--- config.mk ---
export PLATFORM = sky130hd
export DESIGN_NAME = gj_inverse_sequencer
export DESIGN_NICKNAME = d
export VERILOG_FILES = /design/src/rtl/gj_pkg.sv /design/src/rtl/gj_row_iter.sv /design/src/rtl/gj_inverse_sequencer.sv
export SDC_FILE = /design/constraint.sdc
export NUM_CORES = 1
export LEC_CHECK = 0
export CAP_MARGIN = 20
export CELL_PAD_IN_SITES_DETAIL_PLACEMENT = 0
export CELL_PAD_IN_SITES_GLOBAL_PLACEMENT = 2
export CORE_MARGIN = 2
export CORE_UTILIZATION = 30
export DETAILED_ROUTE_END_ITERATION = 12
export GPL_TIMING_DRIVEN = 0
export PLACE_DENSITY_LB_ADDON = 0.1
export SLEW_MARGIN = 20
export SYNTH_ARGS = -nofsm -noshare
export SYNTH_HDL_FRONTEND = slang
export SYNTH_SLANG_ARGS = --single-unit
--- constraint.sdc ---
create_clock -name clk -period 3.25 [get_ports clk]
set_clock_uncertainty 0.15 [all_clocks]
set_input_delay 0.65 -clock clk [delete_from_list [all_inputs] [get_ports clk]]
set_output_delay 0.65 -clock clk [all_outputs]
set_load 0.005 [all_outputs]
--- src/rtl/gj_pkg.sv ---
// Shared definitions for the Gauss-Jordan inversion sequencer.
//   - row-operation command encodings driven on cmd_op
//   - sequencer FSM state enum
//   - default matrix order and element width
//   - Q16.16 representation of 1.0
package gj_pkg;

  localparam int GJ_DEF_N  = 5;
  localparam int GJ_DEF_DW = 32;

  localparam logic [1:0] GJ_OP_NONE = 2'd0;
  localparam logic [1:0] GJ_OP_NORM = 2'd1;
  localparam logic [1:0] GJ_OP_ELIM = 2'd2;

  localparam logic [31:0] GJ_Q_ONE = 32'h0001_0000;

  typedef enum logic [3:0] {
    ST_IDLE,
    ST_PIV_RD,
    ST_NORM_ISS,
    ST_NORM_WAIT,
    ST_FAC_RD,
    ST_ELIM_ISS,
    ST_ELIM_WAIT,
    ST_NEXT,
    ST_FIN,
    ST_DONE
  } gj_state_e;

endpackage

--- src/rtl/gj_row_iter.sv ---
// Row iterator for the elimination loop: rows are visited in ascending
// order 0..N-1, skipping the current pivot row p.
// Ports:
//   p     in  RW  current pivot index
//   cur   in  RW  row currently being processed
//   first out RW  first row != p
//   nxt   out RW  next row after cur that is != p (valid when last=0)
//   last  out 1   no row remains after cur
module gj_row_iter #(
  parameter int N  = 5,
  parameter int RW = $clog2(N)
) (
  input  logic [RW-1:0] p,
  input  logic [RW-1:0] cur,
  output logic [RW-1:0] first,
  output logic [RW-1:0] nxt,
  output logic          last
);

  localparam logic [RW:0]   ONE_W   = 1;
  localparam logic [RW:0]   N_W     = (RW+1)'(N);
  localparam logic [RW-1:0] ROW_ONE = 1;

  // One extra bit so the step past row N-1 (and past a skipped p) is
  // representable and can be compared against N.
  logic [RW:0] step1;
  logic [RW:0] step2;

  always_comb begin
    step1 = {1'b0, cur} + ONE_W;
    step2 = (step1 == {1'b0, p}) ? step1 + ONE_W : step1;
  end

  assign first = (p == '0) ? ROW_ONE : '0;
  assign nxt   = step2[RW-1:0];
  assign last  = (step2 >= N_W);

endmodule

--- src/rtl/gj_inverse_sequencer.sv ---
// Control FSM for Gauss-Jordan inversion of an N x 2N augmented matrix.
// For each pivot p it reads the pivot, issues NORM on row p, then for
// every other row r (ascending) reads the factor (r,p) and issues ELIM.
// One command is outstanding at a time; rsp_valid closes it.
// Optional feature (macro GJ_SKIP_ZERO_FACTOR_EN): a zero factor skips
// the ELIM for that row instead of issuing it.
// Ports:
//   clk, rst_n            clock, synchronous active-low reset
//   start                 begin inversion (accepted in IDLE/DONE only)
//   busy, done, singular  status; singular is sticky until next start
//   cmd_valid/cmd_ready   command handshake; cmd_op/cmd_row/cmd_piv payload
//   rsp_valid             accepted command has been written back
//   rd_row/rd_col/rd_data combinational element read port (left half)
//   op_count              commands accepted since start, saturating at 255
module gj_inverse_sequencer
  import gj_pkg::*;
#(
  parameter int N  = GJ_DEF_N,
  parameter int DW = GJ_DEF_DW,
  parameter int RW = $clog2(N)
) (
  input  logic                 clk,
  input  logic                 rst_n,
  input  logic                 start,
  output logic                 busy,
  output logic                 done,
  output logic                 singular,
  output logic                 cmd_valid,
  input  logic                 cmd_ready,
  output logic [1:0]           cmd_op,
  output logic [RW-1:0]        cmd_row,
  output logic [RW-1:0]        cmd_piv,
  input  logic                 rsp_valid,
  output logic [RW-1:0]        rd_row,
  output logic [RW-1:0]        rd_col,
  input  logic signed [DW-1:0] rd_data,
  output logic [7:0]           op_count
);

  localparam logic [RW-1:0] ROW_ONE  = 1;
  localparam logic [RW-1:0] LAST_PIV = RW'(N-1);

  gj_state_e     state;
  logic [RW-1:0] p;
  logic [RW-1:0] r;
  logic [RW-1:0] first_r;
  logic [RW-1:0] nxt_r;
  logic          last_r;
  logic          rd_zero;
  logic          skip_fac;

  function automatic logic [7:0] sat_inc(input logic [7:0] v);
    return (v == 8'hFF) ? v : v + 8'd1;
  endfunction

  gj_row_iter #(.N(N), .RW(RW)) u_iter (
    .p     (p),
    .cur   (r),
    .first (first_r),
    .nxt   (nxt_r),
    .last  (last_r)
  );

  assign rd_zero = (rd_data == '0);

`ifdef GJ_SKIP_ZERO_FACTOR_EN
  assign skip_fac = rd_zero;
`else
  assign skip_fac = 1'b0;
`endif

  always_ff @(posedge clk) begin
    if (!rst_n) begin
      state     <= ST_IDLE;
      busy      <= 1'b0;
      done      <= 1'b0;
      singular  <= 1'b0;
      cmd_valid <= 1'b0;
      cmd_op    <= GJ_OP_NONE;
      cmd_row   <= '0;
      cmd_piv   <= '0;
      rd_row    <= '0;
      rd_col    <= '0;
      op_count  <= '0;
      p         <= '0;
      r         <= '0;
    end else begin
      done <= 1'b0;
      case (state)
        ST_IDLE, ST_DONE: begin
          if (start) begin
            busy     <= 1'b1;
            singular <= 1'b0;
            op_count <= '0;
            p        <= '0;
            rd_row   <= '0;
            rd_col   <= '0;
            state    <= ST_PIV_RD;
          end
        end
        ST_PIV_RD: begin
          if (rd_zero) begin
            singular <= 1'b1;
            busy     <= 1'b0;
            done     <= 1'b1;
            state    <= ST_FIN;
          end else begin
            cmd_valid <= 1'b1;
            cmd_op    <= GJ_OP_NORM;
            cmd_row   <= p;
            cmd_piv   <= p;
            state     <= ST_NORM_ISS;
          end
        end
        ST_NORM_ISS: begin
          if (cmd_ready) begin
            cmd_valid <= 1'b0;
            op_count  <= sat_inc(op_count);
            state     <= ST_NORM_WAIT;
          end
        end
        ST_NORM_WAIT: begin
          if (rsp_valid) begin
            r      <= first_r;
            rd_row <= first_r;
            rd_col <= p;
            state  <= ST_FAC_RD;
          end
        end
        ST_FAC_RD: begin
          if (skip_fac) begin
            // Zero factor: the row is already clear in this column.
            if (last_r) begin
              state <= ST_NEXT;
            end else begin
              r      <= nxt_r;
              rd_row <= nxt_r;
            end
          end else begin
            cmd_valid <= 1'b1;
            cmd_op    <= GJ_OP_ELIM;
            cmd_row   <= r;
            cmd_piv   <= p;
            state     <= ST_ELIM_ISS;
          end
        end
        ST_ELIM_ISS: begin
          if (cmd_ready) begin
            cmd_valid <= 1'b0;
            op_count  <= sat_inc(op_count);
            state     <= ST_ELIM_WAIT;
          end
        end
        ST_ELIM_WAIT: begin
          if (rsp_valid) begin
            if (last_r) begin
              state <= ST_NEXT;
            end else begin
              r      <= nxt_r;
              rd_row <= nxt_r;
              state  <= ST_FAC_RD;
            end
          end
        end
        ST_NEXT: begin
          if (p == LAST_PIV) begin
            busy  <= 1'b0;
            done  <= 1'b1;
            state <= ST_FIN;
          end else begin
            p      <= p + ROW_ONE;
            rd_row <= p + ROW_ONE;
            rd_col <= p + ROW_ONE;
            state  <= ST_PIV_RD;
          end
        end
        ST_FIN: begin
          state <= ST_DONE;
        end
        default: begin
          state <= ST_IDLE;
        end
      endcase
    end
  end

endmodule

==> metrics.md <==
| Metric | Value |
|---|---|
| Post-Place Cells | `~450` |
| Cells on worst reg2reg path | `9` |
| Worst Path Class, Setup | `reg2reg` |
| Setup TNS | `0 ns` |
| Seq/Total Area, Yosys | `between 30% and 40%` |
| Post-Syn Instances | `approximately 290` |
| R2R setup slack | `about 0.81 ns` |
| Root Buffer | `clkbuf_8` |
| Post-detailed-routing wire length | `slightly below 7000 µm` |
| Initial Util | `30.7%` |
| Layout cells sized above 1 | `under 10%` |
| Slowest stage delay, CP | `a little under 0.4 ns` |
| Resized cells post-CTS | `0` |
| DRT iter0 DRCs | `just under 70` |
| HP Class | `reg2reg` |
| I/O pin count | `between 60 and 70` |
| Syn nets | `329` |
| Worst Hold Path EP | `rd_col[1]$_SDFFE_PN0P_` |
| CTS tree | `done` |
| Setup crit start kind | `register` |
| R2r startpoint | `r[0]$_SDFFE_PN0P_` |
| # fillers | `a little over 800` |
| Pleak | `0.00112 µW` |
| Crit Path Max Fanout | `9` |
| CP Data Arrival Time | `between 2 and 2.5 ns` |
| Largest net degree at the start of global routing | `11` |
| PortBufs | `a little over 60` |
| Gr usage total | `between 15 and 20%` |
| DR pass1 iterations | `4` |
| Hold_buf cts | `0` |
| Post-synth ARST share | `0%` |
| Fmax | `~410 MHz` |
| First-pass GRT wire length | `around 12000 µm` |
| CTS buffer count | `5` |
| Number of synthesized flops with an enable pin | `0` |
| Total number of vias | `between 2000 and 2500` |
| Final worst path period need | `about 2.4 ns` |
| Die W | `roughly 90 µm` |
| Fin. max-slew vios | `0` |
| Wire per inst | `between 15 and 20 µm` |
| RSZ-0062 raised after global routing | `false` |
| HPWL Detailed | `about 5400 µm` |
| CP endpoint kind | `register` |
| Post-Syn Area | `0.00236 mm²` |
| Setup repair bufs after CTS | `0` |
| Worst-skew pair later-pin latency | `roughly 0.30 ns` |
| Maximum VDD drop | `between 0.0002 and 0.00025 V` |
| YS warnings | `0` |
| Design area | `roughly 0.0032 mm²` |
| Main flop type after synthesis | `dfxtp_1` |
| Non-filler instance count after layout | `between 400 and 500` |
| Die H | `around 90 µm` |
| Post-Syn Area per Cell | `8.21 µm²` |
| Max-cap violation count | `0` |
| # rows | `32` |
| Final nets | `between 300 and 400` |
| Vias in the first global route | `between 2000 and 2500` |
| Core footprint | `between 0.007 and 0.008 mm²` |
| Yosys reg bits | `36` |
| Worst endpoint required time | `~3.3 ns` |
| Drt via density | `slightly above 5` |
| Critical Path Most Common Cell | `buf_6` |
| Final hold violations | `0` |
| PwrDens | `about 510 mW/mm²` |
| Sink Count | `36` |
| Residual DRC | `0` |
| # diodes | `0` |
| Synth unique cells | `58` |
| Setup Viol. Count Final | `0` |
| Fin crit share | `between 70% and 80%` |
| Clock buffer depth | `2` |
| Worst hold path depth | `2` |
| R2R Path End | `state[1]$_SDFFE_PN0P_` |
| Antenna viol nets, final | `0` |
| Critical path cell sequence | `buf_6 > inv_1 > ha_1 > xor2_1 > nand4_1 > and3_1 > buf_6 > a21oi_1 > a41oi_1` |
| Clk slew on worst S/H paths | `around 0.09 ns` |
| GPL Wtd Cong | `a little over 0.8` |
| Slowest CP cell | `ha_1` |
| Least-Margin Pin Slew | `0.672 ns` |
| HP Start | `rd_col[1]$_SDFFE_PN0P_` |
| Initial antenna violation count | `0` |
| Die area | `approximately 0.0086 mm²` |
| GRT overflow | `0` |
| Slew HR | `roughly 55%` |
| Synth-to-layout area growth | `35.8%` |
| H-tree levels | `2` |
| Status | `finished, final reports clean` |
| Area after DPL | `between 0.003 and 0.004 mm²` |
-- power breakdown --
| part | internal, µW | leakage, µW | switching, µW | total, µW |
|---|---|---|---|---|
| logic | 344 | 0.000780 | 373 | 717 |
| registers | 511 | 0.000293 | 44.4 | 555 |
| clock network | 189 | 0.0000503 | 168 | 357 |
| total | 1040 | 0.00112 | 586 | 1630 |
-- how the worst max path moves through the flow --
stage                       from                     end  slack [ns]  cells past startpoint
2_1_floorplan  r[0]$_SDFFE_PN0P_  rd_row[0]$_SDFFE_PN0P_        1.05                      9
4_1_cts        r[0]$_SDFFE_PN0P_   state[1]$_SDFFE_PN0P_        0.83                      9
6_report       r[0]$_SDFFE_PN0P_   state[1]$_SDFFE_PN0P_        0.81                      9
3_5_place_dp               start  rd_col[2]$_SDFFE_PN0P_        0.55                      6
5_1_grt        r[0]$_SDFFE_PN0P_  rd_row[1]$_SDFFE_PN0P_        0.62                      9
3_3_place_gp         rd_data[10]  cmd_valid$_SDFFE_PN0P_        0.54                      6
-- metrics by stage --
step | worst slack (ns) | util, % | total power [µW] | hold slack (ns)
2_1_floorplan | 1.05 | - | 1010 | 0.298
3_3_place_gp | 0.540 | 40.4 | 1290 | 0.301
3_5_place_dp | 0.549 | 40.4 | 1280 | 0.303
4_1_cts | 0.827 | 41.7 | 1650 | 0.317
5_1_grt | 0.621 | 41.7 | 1750 | 0.349
6_report | 0.806 | 41.7 | 1630 | 0.314
-- logic make-up (layout without fill, tap and decap cells) --
family | count (synthesis) | in the layout | share of synthesized area (%)
simple gates | 125 | 125 | 28.4
compound gates | 72 | 72 | 23.3
flops | 36 | 36 | 30.6
buf+inv | 30 | 99 | 7.01
xor+xnor | 11 | 11 | 4.67
mux | 7 | 7 | 2.97
fa+ha+maj | 6 | 6 | 3.08
-- layout by cell type, fill, tap and decap left out, drive strengths merged, types with 4 or more instances in the layout --
cell type,netlist,routed
nand3,10,10
mux2i,7,7
a21o,5,5
ha,5,5
nand2,19,19
a211oi,17,17
nor4,10,10
inv,13,13
nor2,33,33
nor2b,9,9
clkdlybuf4s50,0,62
and3,4,4
nand4,6,6
nor3,12,12
xnor2,8,8
a31oi,5,5
clkbuf,3,10
buf,13,13
dfxtp,36,36
a21oi,10,10
nor3b,4,4
o21ai,12,12
nand2b,6,6
-- synthesized netlist by cell type (5+ instances only) --
| master | instances | area (µm²) |
|---|---|---|
| mux2i_1 | 7 | 70.1 |
| xnor2_1 | 8 | 70.1 |
| inv_1 | 13 | 48.8 |
| buf_2 | 5 | 25.0 |
| o21ai_0 | 10 | 50.1 |
| nand3_1 | 9 | 45.0 |
| nor4_1 | 10 | 62.6 |
| nand2_1 | 19 | 71.3 |
| a21oi_1 | 10 | 50.1 |
| nor2b_1 | 9 | 56.3 |
| nand2b_1 | 6 | 37.5 |
| nor2_1 | 32 | 120 |
| nor3_1 | 10 | 50.1 |
| a21o_1 | 5 | 37.5 |
| a211oi_1 | 14 | 105 |
| nand4_1 | 6 | 37.5 |
| dfxtp_1 | 36 | 721 |
| ha_1 | 5 | 62.6 |
-- sequential cells by signal, indices dropped and copies added, names as in the netlist, 2 cells and up --
name / count
cmd_op: 2
cmd_piv: 3
cmd_row: 3
op_count: 8
p: 3
r: 3
rd_col: 3
rd_row: 3
state: 4
-- per-layer routing --
| metal | track usage (%) | wire (µm) |
|---|---|---|
| met5 | 0 | 0 |
| met4 | 6.25 | 185 |
| met3 | 3.50 | 336 |
| met2 | 28.7 | 3220 |
| met1 | 21.2 | 3150 |
-- critical path, delay by kind of cell (launching register included) --
kind	cells	cell delay (ns)
AO/OA/AOI/OAI	2	0.39
XOR/XNOR	1	0.33
adder cells (fa/ha/maj)	1	0.39
buffers and inverters	3	0.34
flip-flops	1	0.35
AND/OR/NAND/NOR	2	0.33
-- layout make-up --
| cell class | instances | area [µm²] | share of cell area (%) |
|---|---|---|---|
| clock buffers | 7 | 96.3 | 3.01 |
| flip-flops and latches | 36 | 721 | 22.5 |
| well taps | 102 | 128 | 3.99 |
| repair buffers | 62 | 621 | 19.4 |
| inverters | 14 | 52.6 | 1.64 |
| plain buffers | 16 | 113 | 3.52 |
| multi-input cells | 221 | 1470 | 46.0 |
No activity file was read; power rests on OpenSTA's default activity.
